**config.mk**
```make
export PLATFORM = sky130hd
export DESIGN_NAME = time_setting_ctrl
export DESIGN_NICKNAME = d
export VERILOG_FILES = /design/src/rtl/time_setting_ctrl.sv
export SDC_FILE = /design/constraint.sdc
export NUM_CORES = 1
export LEC_CHECK = 0
export CAP_MARGIN = 10
export CORE_MARGIN = 8
export CORE_UTILIZATION = 45
export DETAILED_ROUTE_END_ITERATION = 10
export PLACE_DENSITY = 0.68
export SYNTH_ARGS = -nofsm -noshare
export SYNTH_HDL_FRONTEND = slang
export SYNTH_SLANG_ARGS = --single-unit
```
**constraint.sdc**
```tcl
create_clock -name clk -period 3.95 [get_ports clk]
set_input_delay 0.79 -clock clk [delete_from_list [all_inputs] [get_ports clk]]
set_output_delay 0.79 -clock clk [all_outputs]
set_load 0.005 [all_outputs]
```
**src/rtl/time_setting_ctrl.sv**
```systemverilog
//==============================================================================
// Module      : time_setting_ctrl
// Description : Wall-clock settings editor. Turns debounced mode/inc/dec
//               button levels into an edit sequence over hours then minutes,
//               presents the edited values to the display-select stage and
//               issues a one-cycle load pulse when the edit is committed.
//               Optional feature macro: AUTO_REPEAT_EN (hold-to-repeat on
//               inc/dec; when undefined, only button edges step a field).
// Revision    : 1.0 - initial release
//==============================================================================
`default_nettype none

module time_setting_ctrl #(
  parameter int unsigned TIMEOUT_CYCLES = 500_000_000,
  parameter int unsigned HOLD_CYCLES    = 25_000_000,
  parameter int unsigned REPEAT_CYCLES  = 5_000_000
) (
  input  logic       clk,
  input  logic       rst,
  input  logic       btn_mode,
  input  logic       btn_inc,
  input  logic       btn_dec,
  input  logic [6:0] minutes,
  input  logic [5:0] hours,
  output logic [6:0] minutes_settings,
  output logic [5:0] hours_settings,
  output logic       settings_signal,
  output logic       edit_field,
  output logic       load_time
);

  typedef enum logic [1:0] {
    IDLE        = 2'd0,
    SET_HOURS   = 2'd1,
    SET_MINUTES = 2'd2,
    COMMIT      = 2'd3
  } state_t;

  // Timeout counter only ever needs to hold 0 .. TIMEOUT_CYCLES-1.
  localparam int c_tw = (TIMEOUT_CYCLES > 2) ? $clog2(TIMEOUT_CYCLES) : 1;
  localparam logic [c_tw-1:0] c_tmo_last = c_tw'(TIMEOUT_CYCLES - 1);

  state_t          r_state;
  state_t          w_state_nxt;
  logic            r_prev_mode;
  logic            r_prev_inc;
  logic            r_prev_dec;
  logic [5:0]      r_hours_set;
  logic [6:0]      r_min_set;
  logic [5:0]      w_hours_nxt;
  logic [6:0]      w_min_nxt;
  logic [c_tw-1:0] r_tmo;

  logic w_pr_mode;
  logic w_pr_inc;
  logic w_pr_dec;
  logic w_inc_ev;
  logic w_dec_ev;
  logic w_step_up;
  logic w_step_dn;
  logic w_rep_fire;
  logic w_activity;
  logic w_tmo_hit;
  logic w_editing;

  assign w_pr_mode = btn_mode & ~r_prev_mode;
  assign w_pr_inc  = btn_inc  & ~r_prev_inc;
  assign w_pr_dec  = btn_dec  & ~r_prev_dec;
  assign w_editing = (r_state == SET_HOURS) || (r_state == SET_MINUTES);

`ifdef AUTO_REPEAT_EN
  // Repeat counter covers the longer of the hold and repeat intervals.
  localparam int unsigned c_rpt_max = (HOLD_CYCLES > REPEAT_CYCLES) ? HOLD_CYCLES : REPEAT_CYCLES;
  localparam int c_rw = (c_rpt_max > 2) ? $clog2(c_rpt_max) : 1;
  localparam logic [c_rw-1:0] c_hold_last = c_rw'(HOLD_CYCLES - 1);
  localparam logic [c_rw-1:0] c_rep_last  = c_rw'(REPEAT_CYCLES - 1);

  logic            r_rpt_phase;
  logic [c_rw-1:0] r_rpt_cnt;
  logic            w_hold_one;

  // Exactly one of inc/dec held while a field is being edited.
  assign w_hold_one = (btn_inc ^ btn_dec) & w_editing;
  assign w_rep_fire = w_hold_one &
                      (r_rpt_phase ? (r_rpt_cnt == c_rep_last) : (r_rpt_cnt == c_hold_last));

  // Hold timer: first interval is the hold delay, then the repeat period.
  always_ff @(posedge clk) begin
    if (rst || !w_hold_one) begin
      r_rpt_phase <= 1'b0;
      r_rpt_cnt   <= '0;
    end else if (w_rep_fire) begin
      r_rpt_phase <= 1'b1;
      r_rpt_cnt   <= '0;
    end else begin
      r_rpt_cnt   <= r_rpt_cnt + 1'b1;
    end
  end

  assign w_inc_ev = w_pr_inc | (w_rep_fire & btn_inc);
  assign w_dec_ev = w_pr_dec | (w_rep_fire & btn_dec);
`else
  logic w_unused_cfg;

  // Hold/repeat timing is meaningless without auto-repeat.
  assign w_unused_cfg = ^{HOLD_CYCLES, REPEAT_CYCLES};
  assign w_rep_fire   = 1'b0;
  assign w_inc_ev     = w_pr_inc;
  assign w_dec_ev     = w_pr_dec;
`endif

  // Opposing steps in the same cycle cancel out.
  assign w_step_up  = w_inc_ev & ~w_dec_ev;
  assign w_step_dn  = w_dec_ev & ~w_inc_ev;
  assign w_activity = w_pr_mode | w_pr_inc | w_pr_dec | w_rep_fire;
  assign w_tmo_hit  = (r_tmo == c_tmo_last);

  // Previous button levels for rising-edge detection.
  always_ff @(posedge clk) begin
    if (rst) begin
      r_prev_mode <= 1'b0;
      r_prev_inc  <= 1'b0;
      r_prev_dec  <= 1'b0;
    end else begin
      r_prev_mode <= btn_mode;
      r_prev_inc  <= btn_inc;
      r_prev_dec  <= btn_dec;
    end
  end

  // Inactivity timer: held at zero outside editing, cleared by any activity.
  always_ff @(posedge clk) begin
    if (rst) begin
      r_tmo <= '0;
    end else if (!w_editing || w_activity) begin
      r_tmo <= '0;
    end else if (!w_tmo_hit) begin
      r_tmo <= r_tmo + 1'b1;
    end
  end

  // Edit state register.
  always_ff @(posedge clk) begin
    if (rst) begin
      r_state <= IDLE;
    end else begin
      r_state <= w_state_nxt;
    end
  end

  // Edited field registers; values persist after leaving the editor.
  always_ff @(posedge clk) begin
    if (rst) begin
      r_hours_set <= '0;
      r_min_set   <= '0;
    end else begin
      r_hours_set <= w_hours_nxt;
      r_min_set   <= w_min_nxt;
    end
  end

  // Next state, field updates and state-decoded outputs; mode beats inc/dec.
  always_comb begin
    w_state_nxt     = r_state;
    w_hours_nxt     = r_hours_set;
    w_min_nxt       = r_min_set;
    settings_signal = 1'b0;
    edit_field      = 1'b0;
    load_time       = 1'b0;
    case (r_state)
      IDLE: begin
        if (w_pr_mode) begin
          w_state_nxt = SET_HOURS;
          w_hours_nxt = (hours   > 6'd23) ? 6'd0 : hours;
          w_min_nxt   = (minutes > 7'd59) ? 7'd0 : minutes;
        end
      end
      SET_HOURS: begin
        settings_signal = 1'b1;
        if (w_pr_mode) begin
          w_state_nxt = SET_MINUTES;
        end else if (w_step_up) begin
          w_hours_nxt = (r_hours_set == 6'd23) ? 6'd0 : r_hours_set + 6'd1;
        end else if (w_step_dn) begin
          w_hours_nxt = (r_hours_set == 6'd0) ? 6'd23 : r_hours_set - 6'd1;
        end else if (!w_activity && w_tmo_hit) begin
          w_state_nxt = IDLE;
        end
      end
      SET_MINUTES: begin
        settings_signal = 1'b1;
        edit_field      = 1'b1;
        if (w_pr_mode) begin
          w_state_nxt = COMMIT;
        end else if (w_step_up) begin
          w_min_nxt = (r_min_set == 7'd59) ? 7'd0 : r_min_set + 7'd1;
        end else if (w_step_dn) begin
          w_min_nxt = (r_min_set == 7'd0) ? 7'd59 : r_min_set - 7'd1;
        end else if (!w_activity && w_tmo_hit) begin
          w_state_nxt = IDLE;
        end
      end
      COMMIT: begin
        settings_signal = 1'b1;
        load_time       = 1'b1;
        w_state_nxt     = IDLE;
      end
      default: begin
        w_state_nxt = IDLE;
      end
    endcase
  end

  assign hours_settings   = r_hours_set;
  assign minutes_settings = r_min_set;

endmodule

`default_nettype wire

```
# Word-level counts from Yosys, hierarchy flattened
# Cells that the tools add are included.
# Widths: inputs -> output; s select.
dict set report totals {
  register_bits 47
  input_bits 18
  word_cells 77
}
dict set report op_classes {
  n_addsub 5
  n_lt_le_gt_ge 2
  n_eq_ne 11
  n_mux 26
  bitwise 12
  reduce_logical 14
}
# cell count
set ops {}
lappend ops {{$mux 7} 7}
lappend ops {{$mux 6} 7}
lappend ops {{$add 29x1->29 const B} 1}
lappend ops {{$eq 29x29->1 const B} 1}
lappend ops {{$pmux 7 s2} 1}
lappend ops {{$mux 2} 6}
lappend ops {{$pmux 6 s2} 1}
lappend ops {{$pmux 2 s4} 1}
lappend ops {{$reduce_and 4->1} 2}
lappend ops {{$add 7x1->7 const B} 1}
lappend ops {{$eq 7x6->1 const B} 1}
lappend ops {{$gt 7x6->1 const B} 1}
lappend ops {{$logic_not 7->1} 1}
lappend ops {{$sub 7x1->7 const B} 1}
lappend ops {{$add 6x1->6 const B} 1}
lappend ops {{$eq 6x5->1 const B} 1}
lappend ops {{$gt 6x5->1 const B} 1}
lappend ops {{$logic_not 6->1} 1}
lappend ops {{$ne 2x2->1 const B} 3}
lappend ops {{$ne 3x3->1 const B} 2}
lappend ops {{$sub 6x1->6 const B} 1}
lappend ops {{$and 1x1->1} 5}
lappend ops {{$not 1->1} 5}
lappend ops {{$eq 2x2->1 const B} 2}
lappend ops {{10 further kinds} 16}

# Longest topological paths before layout
# Gate-level depths: netlist (run 1).
dict set report depth {
  word_depth 11
  mapped_depth 9
  depth_no_buf 8
}

# Least setup slack after synthesis (run 1)
# OpenSTA, ideal clock, no wires.
dict set report synth_timing {
  path_type {input-to-reg}
  startpoint {input btn_inc}
  endpoint {register r_min_set[6], in the netlist minutes_settings[6]}
  setup_time_ps 70
  t_arrival_ps 2499
  required_time_ps 3880
  path_slack_ps 1381
  path_stages 7
  cell_sequence {nor2b_1 inv_1 ha_1 nor4b_1 a21oi_1 or4b_1 a21oi_1}
}
dict set report synth_between {
  elab_chain_len 5
  word_cells_on_any_way 9
  cone_classes {eq/ne (1); mux (3); bitwise (4); reduce/logical (1)}
}
# element line
set synth_lines {}
lappend synth_lines {{start, declared} 21} ;# input logic btn_inc,
lappend synth_lines {{$and 1x1->1 *} 67} ;# assign w_pr_inc = btn_inc & ~r_prev_inc;
lappend synth_lines {{$and 1x1->1 or $not 1->1 (tied branches)} {113, 114}}
lappend synth_lines {{$mux 7 or $and 1x1->1 (tied branches)} {195, 114}}
lappend synth_lines {{$mux 7 or $ne 3x3->1 (tied branches)} --}
lappend synth_lines {{$pmux 7 s2 or $reduce_and 4->1 (tied branches)} --}
lappend synth_lines {{end signal, assigned} 158} ;# r_min_set <= w_min_nxt;
lappend synth_lines {{end, declared} 49} ;# logic [6:0] r_min_set;
# Mark *: on every way between the ends. The rest lies on a longest branch, timed or not. The select of a mux whose other input is x is not followed.
# A chain may end at the register's enable or synchronous reset.

# Worst setup path in the final report (run 1)
# Same ends and word-level chain as after synthesis.

==> results.md, run 1 <==
- Worst r2r path cells: 6
- Worst path bufs/invs: 2
- Worst Hold Path EP: r_tmo[8]
- Synth area leaders: dfxtp_1 32%, nor2_1 6.6%, ha_1 5.5%
- Final nets: 431
- Distinct cell type count after synthesis: 58
- Cell taking the most area after synthesis: dfxtp_1
- Crit path arrival time: 3.20 ns
- Status: finished clean
- Global-route wire length before repair: 11700 um
- FF+latch count, synth: 47
- Period Utilization, post-route: 75.3%
- Switching Share: 30.7%
- CTS resizes: 0
- Vias in the first global route: 2530
- WS Path Type: input port to register
- Grt ovf: 0
- Vias/cell: 5.79
- Chip width: 97.1 um
- Synth top cells by count: 52 x nor2_1, 47 x dfxtp_1, 23 x nand2_1, 21 x inv_1, 21 x nand3_1
- Clk pwr share: 27.7%
- FF-to-FF End: minutes_settings[6]
- Worst Hold Launch: r_tmo[8]
- Post-Layout Cell Count: 478
- Gp weighted congestion: 0.835
- Synth Flop Type: dfxtp_1
- Seq pwr share: 48.9%
- Avg Inst Size Synth: 7.89 um^2
- TritonCTS clock tree: yes
- DP Worst Slack: 0.699 ns
- Critical path launch point type: input port
- Delay of the slowest cell on the worst path: 0.55 ns
- P_leak: 1.15 nW
- # clock sinks: 47
- F_max: 0.336 GHz
- Cells after Synth: 375
- Max-cap violation count: 0
- Hold-fix buffers, CTS: 0
- Hpwl dp: 5060 um
- Tot GR Track Use: 14.2%
- NetSw: 0.327 mW
- Max-slew violation count: 0
- Port Buffers: 33
- Core area: 6350 um^2
- Comb pwr share: 23.4%
- Diode count: 0
- Residual DRC: 0
- Initial antenna violation count: 0
- Crit-path cells: clkdlybuf4s50_1, nor2b_1, inv_1, ha_1, nor4b_1, a21oi_1, or4b_1, a21oi_1
- CTS max path bufs: 2
- Mapped Area: 2960 um^2
- Slew headroom: 34.9%
- Largest net degree at the start of global routing: 21
- Final setup TNS: 0 ns
- Register area share after synthesis: 31.8%
- CTS root buf: clkbuf_8
- Layout Skew: 0.00519 ns
- Fill count: 585
- Initial DRC count: 163
- Htree depth: 2
- Crit end category: register
- Minimum clock period: 2.97 ns
- Final ANT Viol Nets: 0
- Via Count: 2769
- Ys async rst share: 0%
- Warnings, synthesis: 0
- Worst-margin pin slew: 0.962 ns
- CP Data Required Time: 4.18 ns
- Hold Crit Depth: 2
- Design area: 3430 um^2
- Share of cells above drive strength 1: 5.49%
- Final Hold Viols: 0
- FP Rows: 29
- Setup Viol. Count Final: 0
- Die H: 97.1 um
- Flop2flop setup slack: 1.56 ns
- Post-synth EDFFs: 0
- Maximum vdd drop: 0.224 mV
- Final worst setup slack: 0.977 ns
- Critical Path Slowest Stage Cell: or4b_1
- Drt total wl: 6860 um
- Clock transition at path regs: 0.09 ns
- Area growth from synthesis to layout: 15.7%
- Delay-heaviest family, CP: simple AND/OR/NAND/NOR gates
- Top-Level Pins: 34
- Critical Path Fanout Max: 9
- Min-delay worst type: register to register
- DP Cell Count: 470
- DRT Pass-1 Iters: 4
- R2r startpoint: r_state[0]
- Full die area: 9430 um^2
- WHS: 0.502 ns
- CTS Buf Count: 5
- PD cells: 311 nW/um^2
- Post-synth top area share: 31.8%
- WL/cell: 14.3 um
- Dpl cell area: 3340 um^2
- RSZ-0062 raised after global routing: false
- Post-Syn Nets: 406
- Most common cell in the synthesized netlist: nor2_1
- Clk_lat worst skew: 0.30 ns
- Critical path's most frequent cell: a21oi_1
- Post CTS Setup Buffer Count: 0
- Cell-internal power: 0.739 mW
- Initial core utilization: 46.6%
-- placed cells by master (no fill, tap or decap), types with 3 or more instances in the layout --
master           count
and3_1               7
nand4_1              8
a21o_1               3
mux2i_1              3
or4_1                3
a311oi_1             6
nand3_1             21
o221ai_1             4
a211oi_1             5
nor2b_1              6
o21ai_0             13
clkbuf_8             5
a31oi_1              8
inv_1               21
a221oi_1             3
ha_1                13
xor2_1               9
nor3_1              16
and4_1               3
clkdlybuf4s50_1     33
dfxtp_1             47
xnor2_1             17
nor4_1               5
o32ai_1              3
nor2_1              52
o21a_1               3
buf_4                4
nand2_1             23
a21oi_1             17
nor4b_1              6
-- area by class of cell --
| cell class | count | area (um^2) | area share [%] |
|---|---|---|---|
| multi-input cells | 288 | 1860 | 54.3 |
| flip-flops and latches | 47 | 941 | 27.5 |
| repair buffers | 37 | 360 | 10.5 |
| well taps | 77 | 96.3 | 2.81 |
| inverters | 21 | 78.8 | 2.30 |
| clock buffers | 6 | 72.6 | 2.12 |
| clock inverters | 2 | 16.3 | 0.475 |
-- power groups by stage --
stage / logic (mW) / registers, mW / clock network, mW
2_1_floorplan: 0.172 / 0.517 / 0
3_3_place_gp: 0.244 / 0.532 / 0
3_5_place_dp: 0.247 / 0.532 / 0
4_1_cts: 0.248 / 0.521 / 0.309
5_1_grt: 0.276 / 0.526 / 0.329
6_report: 0.249 / 0.521 / 0.295
-- worst max path at each step --
stage                  from             endpoint  slack [ns]  cells after the start
floorplan           btn_inc  minutes_settings[6]        1.38                      7
global placement    btn_inc  minutes_settings[6]        0.76                      8
detailed placement  btn_inc  minutes_settings[6]        0.70                      8
CTS                 btn_inc  minutes_settings[6]         1.0                      8
global route        btn_inc  minutes_settings[6]        0.80                      8
finish              btn_inc  minutes_settings[6]        0.98                      8
-- logic make-up after synthesis --
group | Yosys count | share of synthesized area, %
flops | 47 | 31.8
simple gates | 170 | 31.2
xor+xnor | 26 | 7.69
mux | 3 | 1.01
fa+ha+maj | 13 | 5.49
buf+inv | 40 | 5.37
compound gates | 76 | 17.5
-- through the flow --
step / total power, mW / util (%)
2_1_floorplan: 0.689 / -
5_1_grt: 1.13 / 54.0
3_3_place_gp: 0.776 / 52.6
6_report: 1.07 / 54.0
3_5_place_dp: 0.779 / 52.6
4_1_cts: 1.08 / 54.0
-- sequential cells by signal, summed over array words and instances (netlist names) --
register          count
r_prev_dec            1
minutes_settings      7
hours_settings        6
r_state               2
r_prev_inc            1
r_prev_mode           1
r_tmo                29
-- worst register-to-register path, delay by kind of cell (launching register included) --
kind	cells	cell delay [ns]
simple gates	2	0.95
fa+ha+maj	1	0.50
compound gates	2	0.37
flops	1	0.35
buf+inv	1	0.14
-- routing by layer --
metal | vias up | GRT usage (%) | part of all wire (%)
li1 | 1411 | - | -
met1 | 1296 | 17.7 | 47
met5 | - | 0 | 0
met4 | 0 | 3.55 | 0.80
met3 | 4 | 3.41 | 4.7
met2 | 58 | 23.7 | 48
No activity file was read; power rests on OpenSTA's default activity.
==> run 2, diff against run 1 <==
clock period = 2.9 ns   (was 3.95 ns; I/O delays follow)
==> results.md, run 2 (same netlist as run 1, synthesis figures left out) <==
- DP Cell Count: 476
- Grt ovf: 0
- Hold Crit Depth: 2
- Vias in the first global route: 2742
- Final nets: 437
- Area growth from synthesis to layout: 17.8%
- Htree depth: 2
- CTS max path bufs: 2
- Critical Path Fanout Max: 5
- Worst-margin pin slew: 0.632 ns
- Largest net degree at the start of global routing: 22
- WL/cell: 14.5 um
- Gp weighted congestion: 0.854
- Final Hold Viols: 0
- Initial DRC count: 93
- Worst Hold Path EP: r_tmo[8]
- Setup Viol. Count Final: 0
- FP Rows: 29
- Share of cells above drive strength 1: 6.90%
- Final worst setup slack: 0.371 ns
- Delay of the slowest cell on the worst path: 0.46 ns
- Status: finished clean
- Fill count: 595
- DP Worst Slack: 0.0698 ns
- Min-delay worst type: register to register
- TritonCTS clock tree: yes
- Crit path arrival time: 2.76 ns
- Residual DRC: 0
- Initial core utilization: 46.6%
- CP Data Required Time: 3.13 ns
- Vias/cell: 5.89
- Initial antenna violation count: 0
- Clk_lat worst skew: 0.30 ns
- Drt total wl: 7000 um
- Sequential Area: 941 um^2
- Diode count: 0
- Max-cap violation count: 0
- Flop2flop setup slack: 0.68 ns
- F_max: 0.395 GHz
- Max-slew violation count: 0
- Post-Layout Cell Count: 483
- Top-Level Pins: 34
- Worst Hold Launch: r_tmo[8]
- Commonest cells after routing, fill and taps aside: 52 x nor2_1, 47 x dfxtp_1, 33 x clkdlybuf4s50_1
- Worst r2r path cells: 6
- Critical path launch point type: input port
- Reg with most FFs: r_tmo
- Critical Path Slowest Stage Cell: clkdlybuf4s50_1
- Crit end category: register
- # clock sinks: 47
- Die H: 97.1 um
- Crit-path cells: clkdlybuf4s50_1, nor2b_1, inv_1, ha_1, or4_1, o32ai_1, mux2i_1, o221ai_1, a21oi_1
- Hpwl dp: 5180 um
- CTS resizes: 0
- Commonest non-fill, non-tap cell in the layout: nor2_1
- Full die area: 9430 um^2
- Max FFs per register: 29
- Final setup TNS: 0 ns
- Global-route wire length before repair: 12400 um
- Via Count: 2847
- WS Path Type: input port to register
- Slew headroom: 57.5%
- Tot GR Track Use: 15.0%
- Finished Core Util: 54.9%
- P_leak: 1.18 nW
- Final ANT Viol Nets: 0
- Core area: 6350 um^2
- Layout Skew: 0.00256 ns
- Post CTS Setup Buffer Count: 0
- Clock transition at path regs: 0.09 ns
- Footprint of the multi-input gates: 1860 um^2
- Port Buffers: 33
- Period Utilization, post-route: 87.2%
- PD cells: 441 nW/um^2
- Minimum clock period: 2.53 ns
- CTS root buf: clkbuf_8
- Chip width: 97.1 um
- FF-to-FF End: minutes_settings[6]
- CTS Buf Count: 5
- Maximum vdd drop: 0.258 mV
- DRT Pass-1 Iters: 5
- Hold-fix buffers, CTS: 0
- R2r startpoint: r_state[0]
- RSZ-0062 raised after global routing: false
## run 2: changes by cell type in the layout (fill, tap and decap cells not counted), sizes merged
cell | before | now
buf | 4 | 10
bufinv | 0 | 1
clkbuf | 6 | 5
inv | 22 | 21
## run 2: per-stage QoR
step / hold slack, ns / power (mW) / cell area, um^2
2_1_floorplan: 0.458 / 0.939 / 2960
3_3_place_gp: 0.479 / 1.07 / 3380
3_5_place_dp: 0.480 / 1.08 / 3380
4_1_cts: 0.494 / 1.56 / 3490
5_1_grt: 0.522 / 1.63 / 3490
6_report: 0.500 / 1.54 / 3490
## run 2: area by class of cell
type	count	share of cell area, %
sequential	47	27.0
timing repair buffer	43	11.6
inverter	21	2.26
clock inverter	2	1.08
multi-input combinational	288	53.3
tap	77	2.76
clock buffer	5	1.97
## run 2: critical path: cells and delay by family
| family | cells | cell delay [ns] |
|---|---|---|
| fa+ha+maj | 1 | 0.24 |
| mux | 1 | 0.23 |
| simple gates | 2 | 0.63 |
| buf+inv | 2 | 0.53 |
| compound gates | 3 | 0.55 |
## run 2: per-layer routing
layer | global-route usage, % | up-vias | routed length [um]
met1 | 17.6 | 1344 | 3150
li1 | - | 1430 | -
met3 | 3.41 | 4 | 389
met2 | 25.8 | 69 | 3410
met5 | 0 | - | 0
met4 | 5.33 | 0 | 48
## run 2: where the power goes
group	internal, mW	switching (mW)
clock network	0.252	0.221
registers	0.667	0.0435
logic	0.176	0.178
total	1.09	0.442
## run 2: worst max path at each step
stage / from / to / cells after the start
detailed placement: btn_dec / minutes_settings[5] / 9
floorplan: btn_inc / minutes_settings[6] / 7
global route: btn_inc / minutes_settings[5] / 10
CTS: btn_inc / minutes_settings[6] / 8
global placement: btn_inc / minutes_settings[6] / 8
finish: btn_dec / minutes_settings[5] / 9
==> run 3, diff against run 2 <==
--- a/config.mk
+++ b/config.mk
@@ -7,4 +7,5 @@
 export LEC_CHECK = 0
 export CAP_MARGIN = 10
+export CORE_ASPECT_RATIO = 0.8
 export CORE_MARGIN = 8
 export CORE_UTILIZATION = 45
==> constraint.sdc (replaced) <==
create_clock -name clk -period 2.9 [get_ports clk]
set_input_delay 0.29 -clock clk [delete_from_list [all_inputs] [get_ports clk]]
set_output_delay 0.29 -clock clk [all_outputs]
set_load 0.005 [all_outputs]
==> results.md, run 3 (same netlist as run 1, synthesis figures left out) <==
- Status: finished clean
- CP Launch Point: btn_dec
- Tot GR Track Use: 15.5%
- Final Hold Viols: 0
- Diode count: 0
- Clk_lat worst skew: 0.31 ns
- Hold-fix buffers, CTS: 0
- Minimum clock period: 2.33 ns
- Htree depth: 2
- Hpwl dp: 5330 um
- Full die area: 9450 um^2
- Clock transition at path regs: 0.10 ns
- CTS resizes: 0
- Period Utilization, post-route: 80.5%
- Core area: 6380 um^2
- P_leak: 1.17 nW
- Layout Skew: 0.00952 ns
- Drt total wl: 7260 um
- CTS Buf Count: 5
- CTS max path bufs: 2
- DP Cell Count: 480
- Delay of the slowest cell on the worst path: 0.56 ns
- DP Worst Slack: 0.264 ns
- # clock sinks: 47
- F_max: 0.428 GHz
- Top-Level Pins: 34
- RSZ-0062 raised after global routing: false
- Power Total: 1.50 mW
- Chip width: 107 um
- Final setup TNS: 0 ns
- CTS root buf: clkbuf_8
- Vias/cell: 5.76
- Final ANT Viol Nets: 0
- Max-slew violation count: 0
- Post-Layout Cell Count: 488
- WHS: 0.493 ns
- R2r startpoint: r_prev_dec
- Critical Path Slowest Stage Cell: nor4b_1
- Routing usage on met2: 23.0%
- PD cells: 433 nW/um^2
- Max-cap violation count: 0
- Setup Viol. Count Final: 0
- Crit path arrival time: 2.58 ns
- Commonest cells after routing, fill and taps aside: 52 x nor2_1, 47 x dfxtp_1, 33 x clkdlybuf4s50_1
- Dpl cell area: 3370 um^2
- Worst-margin pin slew: 0.620 ns
- FP Rows: 26
- Critical path launch point type: input port
- Min-delay worst type: register to register
- Maximum vdd drop: 0.219 mV
- Grt ovf: 0
- Crit end category: register
- WS Path Type: input port to register
- Max FFs per register: 29
- Share of cells above drive strength 1: 6.44%
- Largest net degree at the start of global routing: 30
- Final worst setup slack: 0.565 ns
- GRT Max-Usage Layer: met2
- DRT Pass-1 Iters: 4
- Slew headroom: 58.1%
- Initial antenna violation count: 0
- Critical Path Fanout Max: 5
- CP Data Required Time: 3.14 ns
- Global-route wire length before repair: 12100 um
- Met3 usage: 3.35%
- Post CTS Setup Buffer Count: 0
- Flop2flop setup slack: 0.75 ns
- Finished Core Util: 54.4%
- Initial DRC count: 208
- Worst Hold Launch: r_tmo[8]
- Reg with most FFs: r_tmo
- Via Count: 2810
- Commonest non-fill, non-tap cell in the layout: nor2_1
- Vias in the first global route: 2498
- Die H: 88.5 um
- TritonCTS clock tree: yes
- Port Buffers: 33
- WL/cell: 14.9 um
- Initial core utilization: 46.4%
- Crit-path cells: clkdlybuf4s50_1, nor2b_1, inv_1, ha_1, nor4b_1, nand2_1, o21ai_0, o221ai_1, a21oi_1
- Area growth from synthesis to layout: 17.1%
- Design area: 3470 um^2
- Gp weighted congestion: 0.848
- Final nets: 434
- Residual DRC: 0
- GRT met1 Usage: 22.1%
run 3: cell count changes in the layout (fill, tap and decap cells not counted):
cell       delta
clkinv_4      +1
buf_4         -3
clkbuf_8      +1
bufinv_16     -1
run 3: cell type report:
class,count,area (um^2)
fill,639,2910
multi-input combinational,288,1860
clock inverter,2,16.3
inverter,21,78.8
tap,84,105
sequential,47,941
timing repair buffer,40,383
clock buffer,6,82.6
run 3: final timing paths:
check	depth (start not counted)	endpoint
setup / recovery	9	minutes_settings[5]
hold / removal	2	r_tmo[8]
setup reg to reg	8	minutes_settings[5]
hold reg to reg	2	r_tmo[8]
run 3: power breakdown:
group	internal [mW]	switching, mW	total, mW	leakage, nW
logic	0.169	0.176	0.345	0.739
registers	0.667	0.0444	0.711	0.381
clock network	0.195	0.249	0.444	0.0474
run 3: worst max-delay path: cells and delay by family:
kind,cells,cell delay (ns)
adder cells (fa/ha/maj),1,0.24
AO/OA/AOI/OAI,3,0.57
buffers and inverters,2,0.53
AND/OR/NAND/NOR,3,0.95
run 3: layer usage:
metal | up-vias | part of all wire, %
li1 | 1422 | -
met1 | 1315 | 53
met2 | 68 | 42
met3 | 5 | 5.0
met4 | 0 | 0.58
met5 | - | 0
